$ cat config.mk
export PLATFORM = sky130hd
export DESIGN_NAME = sync_bus_scheduler
export DESIGN_NICKNAME = d
export VERILOG_FILES = /design/src/rtl/sync_ctrl_pkg.sv /design/src/rtl/sync_rr_arbiter.sv /design/src/rtl/sync_bus_scheduler.sv
export SDC_FILE = /design/constraint.sdc
export NUM_CORES = 1
export LEC_CHECK = 0
export ABC_CLOCK_PERIOD_IN_PS = 2700
export BUFFER_PORTS_ARGS = -buffer_cell sky130_fd_sc_hd__buf_2
export CAP_MARGIN = 5
export CORE_AREA = 8 8 83 77
export CTS_BUF_LIST = sky130_fd_sc_hd__clkbuf_2
export DETAILED_ROUTE_END_ITERATION = 16
export DIE_AREA = 0 0 91 85
export PLACE_DENSITY = 0.71
export REMOVE_ABC_BUFFERS = 1
export SLEW_MARGIN = 40
export SYNTH_ARGS = -nofsm -noshare
export SYNTH_HDL_FRONTEND = slang
export SYNTH_HIERARCHICAL = 1
export SYNTH_SLANG_ARGS = --single-unit
$ cat constraint.sdc
create_clock -name CLK -period 2.7 [get_ports CLK]
set_clock_uncertainty 0.1 [all_clocks]
set_input_delay 0.405 -clock CLK [delete_from_list [all_inputs] [get_ports CLK]]
set_output_delay 0.405 -clock CLK [all_outputs]
set_load 0.01 [all_outputs]
$ cat src/rtl/sync_ctrl_pkg.sv
// Shared definitions for the sync bus scheduler: FSM state encoding and
// helper functions used to size the counter and index registers.
package sync_ctrl_pkg;

  // Transfer sequence states; the encoding is fixed so it can be probed
  // consistently from other blocks and from waveforms.
  typedef enum logic [1:0] {
    IDLE   = 2'd0,
    LOAD   = 2'd1,
    ASSERT = 2'd2,
    HOLD   = 2'd3
  } sync_state_t;

  // Larger of two integers, used to size the shared enable/hold counter.
  function automatic int max_int(input int a, input int b);
    return (a > b) ? a : b;
  endfunction

  // Bits needed to hold the values 0 .. max_count-1 (at least one bit).
  function automatic int cnt_width(input int max_count);
    return (max_count <= 1) ? 1 : $clog2(max_count);
  endfunction

  // Bits needed to hold a requester index 0 .. num_req-1 (at least one bit).
  function automatic int idx_width(input int num_req);
    return (num_req <= 1) ? 1 : $clog2(num_req);
  endfunction

endpackage

$ cat src/rtl/sync_rr_arbiter.sv
// Combinational round-robin selector. The search starts at the requester
// just after last_owner and wraps, so the previous owner has lowest priority.
module sync_rr_arbiter
  import sync_ctrl_pkg::*;
#(
  parameter int NUM_REQ = 4,
  parameter int IDX_W   = idx_width(NUM_REQ)
) (
  input  logic [NUM_REQ-1:0] req,
  input  logic [IDX_W-1:0]   last_owner,
  output logic [NUM_REQ-1:0] winner_onehot,
  output logic [IDX_W-1:0]   winner_idx,
  output logic               valid
);

  logic [IDX_W-1:0] cand;

  // Walk the requesters in rotated priority order and take the first active one.
  always_comb begin
    winner_onehot = '0;
    winner_idx    = '0;
    valid         = 1'b0;
    cand          = '0;
    for (int k = 1; k <= NUM_REQ; k++) begin
      cand = IDX_W'((int'(last_owner) + k) % NUM_REQ);
      if (!valid && req[cand]) begin
        valid               = 1'b1;
        winner_onehot[cand] = 1'b1;
        winner_idx          = cand;
      end
    end
  end

endmodule

$ cat src/rtl/sync_bus_scheduler.sv
// Source-domain scheduler for a shared CDC data channel. A round-robin
// winner's word is latched onto unsyn_bus, then bus_enable is raised for
// EN_CYCLES and the word is held for HOLD_CYCLES more before the next
// transfer may start, giving the destination synchronizer a clean window.
// NUM_REQ must be at least 2; EN_CYCLES and HOLD_CYCLES at least 1.
module sync_bus_scheduler
  import sync_ctrl_pkg::*;
#(
  parameter int BUS_WIDTH   = 8,
  parameter int NUM_REQ     = 4,
  parameter int EN_CYCLES   = 3,
  parameter int HOLD_CYCLES = 6
) (
  input  logic                         CLK,
  input  logic                         RST,
  input  logic [NUM_REQ-1:0]           req,
  input  logic [NUM_REQ*BUS_WIDTH-1:0] req_data,
  output logic [NUM_REQ-1:0]           grant,
  output logic [NUM_REQ-1:0]           done,
  output logic [BUS_WIDTH-1:0]         unsyn_bus,
  output logic                         bus_enable,
  output logic                         busy
);

  localparam int IDX_W = idx_width(NUM_REQ);
  localparam int CNT_W = cnt_width(max_int(EN_CYCLES, HOLD_CYCLES));

  // Counter reload values: the counter runs down to zero, so a phase of
  // N cycles is loaded with N-1.
  localparam logic [CNT_W-1:0] EN_LOAD   = CNT_W'(EN_CYCLES - 1);
  localparam logic [CNT_W-1:0] HOLD_LOAD = CNT_W'(HOLD_CYCLES - 1);

  sync_state_t state, state_next;

  logic [CNT_W-1:0]     cnt, cnt_next;
  logic [IDX_W-1:0]     owner, owner_next;
  logic [IDX_W-1:0]     last_owner, last_owner_next;
  logic [BUS_WIDTH-1:0] bus_next;
  logic                 en_next;
  logic [NUM_REQ-1:0]   grant_next;
  logic [NUM_REQ-1:0]   done_next;

  logic [NUM_REQ-1:0]   arb_onehot;
  logic [IDX_W-1:0]     arb_idx;
  logic                 arb_valid;

  logic [BUS_WIDTH-1:0] req_word [NUM_REQ];

  for (genvar i = 0; i < NUM_REQ; i++) begin : g_unpack
    assign req_word[i] = req_data[i*BUS_WIDTH +: BUS_WIDTH];
  end

  sync_rr_arbiter #(
    .NUM_REQ (NUM_REQ),
    .IDX_W   (IDX_W)
  ) u_arbiter (
    .req           (req),
    .last_owner    (last_owner),
    .winner_onehot (arb_onehot),
    .winner_idx    (arb_idx),
    .valid         (arb_valid)
  );

  // busy simply reflects that a transfer sequence is in progress.
  assign busy = (state != IDLE);

  // Next-state and next-output decode for the transfer sequence.
  always_comb begin
    state_next      = state;
    cnt_next        = cnt;
    owner_next      = owner;
    last_owner_next = last_owner;
    bus_next        = unsyn_bus;
    en_next         = bus_enable;
    grant_next      = '0;
    done_next       = '0;
    case (state)
      IDLE: begin
        if (arb_valid) begin
          bus_next   = req_word[arb_idx];
          owner_next = arb_idx;
          grant_next = arb_onehot;
          state_next = LOAD;
        end
      end
      LOAD: begin
        en_next    = 1'b1;
        cnt_next   = EN_LOAD;
        state_next = ASSERT;
      end
      ASSERT: begin
        if (cnt != '0) begin
          cnt_next = cnt - CNT_W'(1);
        end else begin
          en_next    = 1'b0;
          cnt_next   = HOLD_LOAD;
          state_next = HOLD;
        end
      end
      HOLD: begin
        if (cnt != '0) begin
          cnt_next = cnt - CNT_W'(1);
        end else begin
          done_next[owner] = 1'b1;
          last_owner_next  = owner;
          state_next       = IDLE;
        end
      end
      default: begin
        state_next = IDLE;
      end
    endcase
  end

  // FSM state register.
  always_ff @(posedge CLK or posedge RST) begin
    if (RST) begin
      state <= IDLE;
    end else begin
      state <= state_next;
    end
  end

  // Counter, ownership and registered channel outputs; last_owner resets to
  // the top index so requester 0 has first priority after reset.
  always_ff @(posedge CLK or posedge RST) begin
    if (RST) begin
      cnt        <= '0;
      owner      <= '0;
      last_owner <= IDX_W'(NUM_REQ - 1);
      unsyn_bus  <= '0;
      bus_enable <= 1'b0;
      grant      <= '0;
      done       <= '0;
    end else begin
      cnt        <= cnt_next;
      owner      <= owner_next;
      last_owner <= last_owner_next;
      unsyn_bus  <= bus_next;
      bus_enable <= en_next;
      grant      <= grant_next;
      done       <= done_next;
    end
  end

endmodule
==> metrics.md, run 1 <==
| Metric | Value |
|---|---|
| Status | finished, final reports clean |
| Commonest non-fill, non-tap cell in the layout | buf_2 |
| Slew Viols, Final | 0 |
| Cells after DPL | around 320 |
| Gpl congestion | ~0.94 |
| Peak fanout along the critical path | 6 |
| Core area | between 0.005 and 0.006 mm^2 |
| Top FF cell, synth | dfrtp_1 |
| Die area | about 0.0077 mm^2 |
| Hold Crit Class | input port to flop |
| Area contributors post-synth | dfrtp_1, mux2i_1, ha_1 |
| Delay-heaviest family, CP | compound AO/OA/AOI/OAI gates |
| Crit-path slowest cell | dfstp_2 |
| Peak Freq | ~0.4 GHz |
| Largest stage delay on the critical path | ~0.60 ns |
| Grt ovf | 0 |
| # setup viols final | 0 |
| Cell Count, Final, Fillers Out | 329 |
| Syn-to-layout area delta | 22.8% |
| Synth cell types | between 40 and 50 |
| CTS sink count | 26 |
| CP Capture Type | flop |
| Cell Pwr Density | ~1000 mW/mm^2 |
| Finished Cell Area | approximately 0.0024 mm^2 |
| Critical Path, Cell by Cell | inv_1 > ha_2 > buf_4 > mux2_2 > a221oi_4 > nand3_2 > o221ai_1 |
| Hold Vio Cnt, Final | 0 |
| Root Driver | clkbuf_2 |
| Antenna cells | 0 |
| Synth async-reset ratio | 100% |
| H-Tree Level Count | 1 |
| Chip Width | around 91 um |
| Worst-path clk slew | 0.24 ns |
| Peak supply drop | 0.351 mV |
| Num ports | 56 |
| Chip Height | 85 um |
| Relative slew slack | 62.7% |
| First-pass GRT wire length | 7860 um |
| Footprint of the multi-input gates | between 0.001 and 0.0015 mm^2 |
| Top cell type by total area after synthesis | dfrtp_1 |
| Crit path launch type | flop |
| Area after DPL | between 0.002 and 0.0025 mm^2 |
| Layout cells sized above 1 | 30.5% |
| Period utilisation layout | 94.7% |
| Vias | approximately 1800 |
| Vias/cell | approximately 5.4 |
| Vias in the first global route | about 1700 |
| Minimum clock period | about 2.6 ns |
| Sequential Area | 653 um^2 |
| TritonCTS clock tree | built |
| Worst EP arrival | roughly 2.8 ns |
| Share of the synthesized area in the top cell type | 31.2% |
| Largest net degree at the start of global routing | 27 |
| Worst slew pin tran | approximately 0.54 ns |
| Fillers | between 500 and 600 |
| WP buf/inv | 2 |
| Critical setup path kind | flop to flop |
| Avg Cell Area, Syn | ~9.4 um^2 |
| Post-synthesis sequential area ratio | about a third |
| CTS max path bufs | 2 |
| Initial antenna violation count | 0 |
| Detailed placement HPWL | about 3700 um |
| Total Nets Final | ~320 |
| Post-Syn Area | approximately 0.0019 mm^2 |
| Cells after Synth | a little over 200 |
| ANT nets after route | 0 |
| Commonest cells after routing, fill and taps aside | buf_2, nand2_1, dfrtp_1, mux2i_1, inv_1 |
| Seq cells post-synth | 26 |
| Drt initial violations | 84 |
| CP required | between 2 and 3 ns |
| Count of input and output buffers | between 50 and 60 |
| FP Rows | 25 |
| DR WL/cell | 14.7 um |
| # DRC | 0 |
| Warnings, synthesis | 6 |
| TritonCTS Buffers | 3 |
| Total wire length | 4830 um |
| Clock latency on the worst-skew pair | 0.34 ns |
| DR pass1 iterations | 4 |
| Number of synthesized flops with an enable pin | 0 |
| Maxcap violations | 0 |
| Tot GR Track Use | about an eighth |
| Lkg Pwr | 1.18 nW |
| Initial Utilization | a little under two fifths |
## registers in the layout (all words and copies together) (netlist names)
signal	flops
bus_enable	1
cnt	3
done	4
grant	4
last_owner	2
owner	2
state	2
unsyn_bus	8
## cell usage after synthesis (2+ instances only)
master / instances
nand2_1: 25
dfrtp_1: 24
mux2i_1: 19
ha_1: 15
inv_1: 15
nor2_1: 9
a21oi_1: 8
o221ai_1: 8
nand4_1: 6
a211oi_1: 5
a31oi_1: 5
and3_1: 5
buf_2: 5
a2111o_1: 4
o21ai_1: 4
o31ai_1: 4
or3_1: 4
clkbuf_1: 3
nand2b_1: 3
buf_4: 2
buf_6: 2
dfstp_2: 2
mux2_1: 2
mux4_2: 2
nand3_1: 2
nand3b_1: 2
nor3b_1: 2
o21ai_0: 2
## final timing paths
check / startpoint / endpoint / slack [ns] / cells past startpoint
min in group asynchronous: RST / unsyn_bus[1]$_DFFE_PP0P_ / 0.49 / 4
setup reg to reg: last_owner[0]$_DFFE_PP1P_ / unsyn_bus[5]$_DFFE_PP0P_ / 0.14 / 7
hold / removal: req_data[8] / unsyn_bus[0]$_DFFE_PP0P_ / 0.23 / 3
max in group asynchronous: RST / last_owner[1]$_DFFE_PP1P_ / 1.70 / 4
hold reg to reg: unsyn_bus[3]$_DFFE_PP0P_ / unsyn_bus[3]$_DFFE_PP0P_ / 0.42 / 2
setup / recovery: last_owner[0]$_DFFE_PP1P_ / unsyn_bus[5]$_DFFE_PP0P_ / 0.14 / 7
## per-stage QoR
stage               hold WS, ns  setup slack [ns]  util [%]  total power [mW]  setup TNS, ns
detailed placement        0.374            -0.112      45.0              2.21         -0.785
CTS                       0.215            0.0112      46.0              2.39              0
finish                    0.228             0.142      46.6              2.43              0
global route              0.193          -0.00697      46.6              2.66       -0.00697
floorplan                 0.344             -1.20         -              1.73         -10.37
global placement          0.366            0.0366      44.9              2.17              0
## power by group
group | internal (mW) | switching (mW)
clock | 0.0322 | 0.116
combinational | 0.716 | 0.913
sequential | 0.555 | 0.0985
total | 1.30 | 1.13
## cell families (layout without fill, tap and decap cells)
| logic type | Yosys count | in the layout | share of synthesized area (%) |
|---|---|---|---|
| compound gates | 48 | 48 | 18.7 |
| fa+ha+maj | 15 | 15 | 9.75 |
| buf+inv | 27 | 84 | 6.76 |
| flops | 26 | 26 | 33.9 |
| mux | 24 | 24 | 14.0 |
| simple gates | 64 | 65 | 16.9 |
## routing by layer
metal,up-vias,share of wire (%),track usage (%)
met4,0,0.75,3.57
met2,42,52,20.0
met1,849,43,15.3
met5,-,0,0
li1,869,-,-
met3,2,4.3,1.59
## tightest hold or removal path, delay by kind of cell
family	cells	cell delay, ns
mux	1	0.06
buf+inv	1	0.07
compound gates	1	0.12
## area by class of cell
class / instances / share of cell area (%)
Clock inverter: 1 / 0.159
Timing Repair Buffer: 65 / 14.9
Sequential cell: 26 / 27.6
Inverter: 15 / 2.38
Multi-Input combinational cell: 152 / 50.7
Tap cell: 67 / 3.55
Clock buffer: 3 / 0.635
## timing repair
item / CTS / global route
hold buffers: 1 / 0
cloned: 1 / 0
endpoints found under the hold margin: 24 / 0
pin swaps: 1 / 1
endpoints found under the setup margin: 8 / 12
resized for setup: 3 / 4
setup buffers: 0 / 1
No activity file was read; power rests on OpenSTA's default activity.
==> run 2: changes to the inputs <==
--- a/config.mk
+++ b/config.mk
@@ -5,14 +5,14 @@
 export SDC_FILE = /design/constraint.sdc
 export NUM_CORES = 1
 export LEC_CHECK = 0
-export ABC_CLOCK_PERIOD_IN_PS = 2700
+export ABC_CLOCK_PERIOD_IN_PS = 2500
 export BUFFER_PORTS_ARGS = -buffer_cell sky130_fd_sc_hd__buf_2
 export CAP_MARGIN = 5
 export CORE_AREA = 8 8 83 77
 export CTS_BUF_LIST = sky130_fd_sc_hd__clkbuf_2
 export DETAILED_ROUTE_END_ITERATION = 16
 export DIE_AREA = 0 0 91 85
-export PLACE_DENSITY = 0.71
+export PLACE_DENSITY = 0.69
 export REMOVE_ABC_BUFFERS = 1
 export SLEW_MARGIN = 40
 export SYNTH_ARGS = -nofsm -noshare
==> constraint.sdc (replaced) <==
create_clock -name CLK -period 2.5 [get_ports CLK]
set_clock_uncertainty 0.1 [all_clocks]
set_input_delay 0.375 -clock CLK [delete_from_list [all_inputs] [get_ports CLK]]
set_output_delay 0.375 -clock CLK [all_outputs]
set_load 0.01 [all_outputs]
==> run 2 against run 1 <==
Sequential power rose by 8.0%. Critical path type unchanged. Worst hold slack got worse by 0.018 ns. Final area rose by 8.4%. Total power rose by 22%. Largest power group unchanged. Utilization rose by 3.9 points. Critical endpoint is now grant[2]$_DFF_PP0_. Wire length rose by 14%. Non-clock buffer count rose by 23. Setup slack got worse by 0.072 ns. Via count rose by 7.4%. Flip-flop and latch count did not move.
==> metrics.md, run 2 (synthesis gave the netlist of run 1 again) <==
| Metric | Value |
|---|---|
| DR pass1 iterations | 4 (unchanged) |
| Worst slew pin tran | 0.431 ns (-0.112 ns) |
| Total wire length | 5530 um (+14%) |
| ANT nets after route | 0 (unchanged) |
| Vias/cell | 5.38 (+0.36%) |
| Lkg Pwr | 1.30 nW (+10%) |
| Area after DPL | 0.00236 mm^2 (+3.6%) |
| # DRC | 0 (unchanged) |
| Relative slew slack | 70.7% (+7.9 points) |
| WP buf/inv | 2 (unchanged) |
| Grt ovf | 0 (unchanged) |
| Root Driver | clkbuf_2 |
| Clk pwr share | 5.5% (-0.6 points) |
| Period utilisation layout | 97.2% (+2.4 points) |
| R2R setup slack | 0.07 ns (-0.07 ns) |
| Layout cells sized above 1 | 37.2% (+6.7 points) |
| Syn-to-layout area delta | 33.1% |
| Critical setup path kind | flop to flop |
| Flop pwr share | 23.8% (-3.1 points) |
| Initial antenna violation count | 0 (unchanged) |
| Detailed placement HPWL | 3870 um (+4.6%) |
| Drt initial violations | 121 (+44%) |
| Fin worst setup slack | 0.0706 ns (-0.0716 ns) |
| CTS sink count | 26 (unchanged) |
| Comb pwr share | 70.7% (+3.7 points) |
| Commonest non-fill, non-tap cell in the layout | buf_2 |
| Switching share of power | 43.6% (-2.7 points) |
| Die area | 0.00774 mm^2 (unchanged) |
| Vias in the first global route | 1793 (+7.4%) |
| DR WL/cell | 15.7 um (+7.0%) |
| Gpl congestion | 0.827 (-12%) |
| Setup TNS | 0 ns (unchanged) |
| Vias | 1892 (+7.4%) |
| Peak supply drop | 0.484 mV (+38%) |
| Critical Path, Cell by Cell | buf_4 > buf_6 > mux4_2 > nand4_1 > o311ai_0 > or3_1 > and3_1 |
| Clock latency on the worst-skew pair | 0.35 ns (about the same) |
| Hold Vio Cnt, Final | 0 (unchanged) |
| Tot GR Track Use | 12.8% (+0.99 points) |
| Crit path launch type | flop |
| Delay-heaviest family, CP | simple AND/OR/NAND/NOR gates |
| Worst EP arrival | 2.58 ns (-0.17 ns) |
| Largest net degree at the start of global routing | 27 (unchanged) |
| Hold Path Cell Cnt | 3 (unchanged) |
| Crit-path slowest cell | dfstp_2 |
| Antenna cells | 0 (unchanged) |
| CTS max path bufs | 2 (unchanged) |
| Hold Crit Class | input port to flop |
| CP required | 2.65 ns (-0.24 ns) |
| Worst-path clk slew | 0.25 ns (about the same) |
| Status | finished, final reports clean |
| Hold WS | 0.210 ns (-0.0175 ns) |
| Fillers | 490 (-3.0%) |
| TritonCTS clock tree | built |
| Core area | 0.00507 mm^2 (unchanged) |
| CP Capture Type | flop |
| Cell Pwr Density | 1160 mW/mm^2 (+13%) |
| Cells after DPL | 332 (+3.1%) |
| DP Worst Slack | -0.156 ns (-0.0437 ns) |
| Slew Viols, Final | 0 (unchanged) |
| Largest stage delay on the critical path | 0.59 ns (about the same) |
| Chip Height | 85 um (unchanged) |
| Number of stages on the worst setup path | 7 (unchanged) |
| Cell Count, Final, Fillers Out | 352 (+7.0%) |
| Count of input and output buffers | 55 (unchanged) |
| R2R depth | 7 (unchanged) |
| Total Nets Final | 339 (+7.3%) |
| Initial Utilization | 38.0% (unchanged) |
| TritonCTS Buffers | 3 (unchanged) |
| Cell Int Power | 1.67 mW (+28%) |
| Finished Cell Area | 0.00256 mm^2 (+8.4%) |
| H-Tree Level Count | 1 (unchanged) |
| Top flop regs | unsyn_bus: 8 flops, done: 4 flops, grant: 4 flops |
| First-pass GRT wire length | 8550 um (+8.8%) |
| Commonest cells after routing, fill and taps aside | buf_2, buf_4, nand2_1, dfrtp_1, mux2i_1 |
| Num ports | 56 (unchanged) |
| Minimum clock period | 2.43 ns (-0.128 ns) |
| FP Rows | 25 (unchanged) |
| Biggest register | unsyn_bus |
| Net switching power | 1.30 mW (+15%) |
| # setup viols final | 0 (unchanged) |
| Peak Freq | 0.412 GHz (+5.3%) |
| Max reg flops | 8 (unchanged) |
| Peak fanout along the critical path | 8 (+2) |
| Maxcap violations | 0 (unchanged) |
| Chip Width | 91 um (unchanged) |
[run 2: timing repair]
action	CTS	global route
gates cloned	0	1
resized for setup	3	6
buffers inserted	3	11
setup endpoints to repair	9	12
hold endpoints to repair	24	0
pin swaps	0	5
hold buffers	1	0
[run 2: tightest hold or removal path: stages]
cell and delay, ns:
buf_2 0.07, mux2i_1 0.07, o221ai_2 0.13
[run 2: metal layers]
layer,global-route usage (%),part of all wire [%]
met3,1.85,5.3
met4,2.53,1.4
met2,21.5,51
met1,17.0,42
met5,0,0
[run 2: cell type report]
type                            instances  area, um^2  area share (%)
Sequential cell                        26         653            25.5
Tap cell                               67        83.8            3.27
Inverter                               15        56.3            2.20
Clock buffer                            4        20.0           0.782
Multi-Input combinational cell        152        1210            47.3
Timing Repair Buffer                   88         537            21.0
[run 2: per-stage QoR]
step	util [%]	power, mW
floorplan	-	1.87
global placement	46.4	2.45
detailed placement	46.7	2.51
CTS	47.9	2.73
global route	50.5	3.22
finish	50.5	2.97
[run 2: power by group through the flow]
stage | logic [mW] | registers (mW) | clock network (mW)
2_1_floorplan | 1.08 | 0.789 | 0
3_3_place_gp | 1.73 | 0.715 | 0
3_5_place_dp | 1.79 | 0.717 | 0
4_1_cts | 1.86 | 0.703 | 0.171
5_1_grt | 2.30 | 0.725 | 0.190
6_report | 2.10 | 0.706 | 0.165
[run 2: worst paths after layout]
kind                                           start                        end
setup reg to reg           last_owner[0]$_DFFE_PP1P_         grant[2]$_DFF_PP0_
hold reg to reg             unsyn_bus[6]$_DFFE_PP0P_   unsyn_bus[6]$_DFFE_PP0P_
min in group asynchronous                        RST   unsyn_bus[2]$_DFFE_PP0P_
hold / removal                           req_data[8]   unsyn_bus[0]$_DFFE_PP0P_
max in group asynchronous                        RST  last_owner[1]$_DFFE_PP1P_
setup / recovery           last_owner[0]$_DFFE_PP1P_         grant[2]$_DFF_PP0_
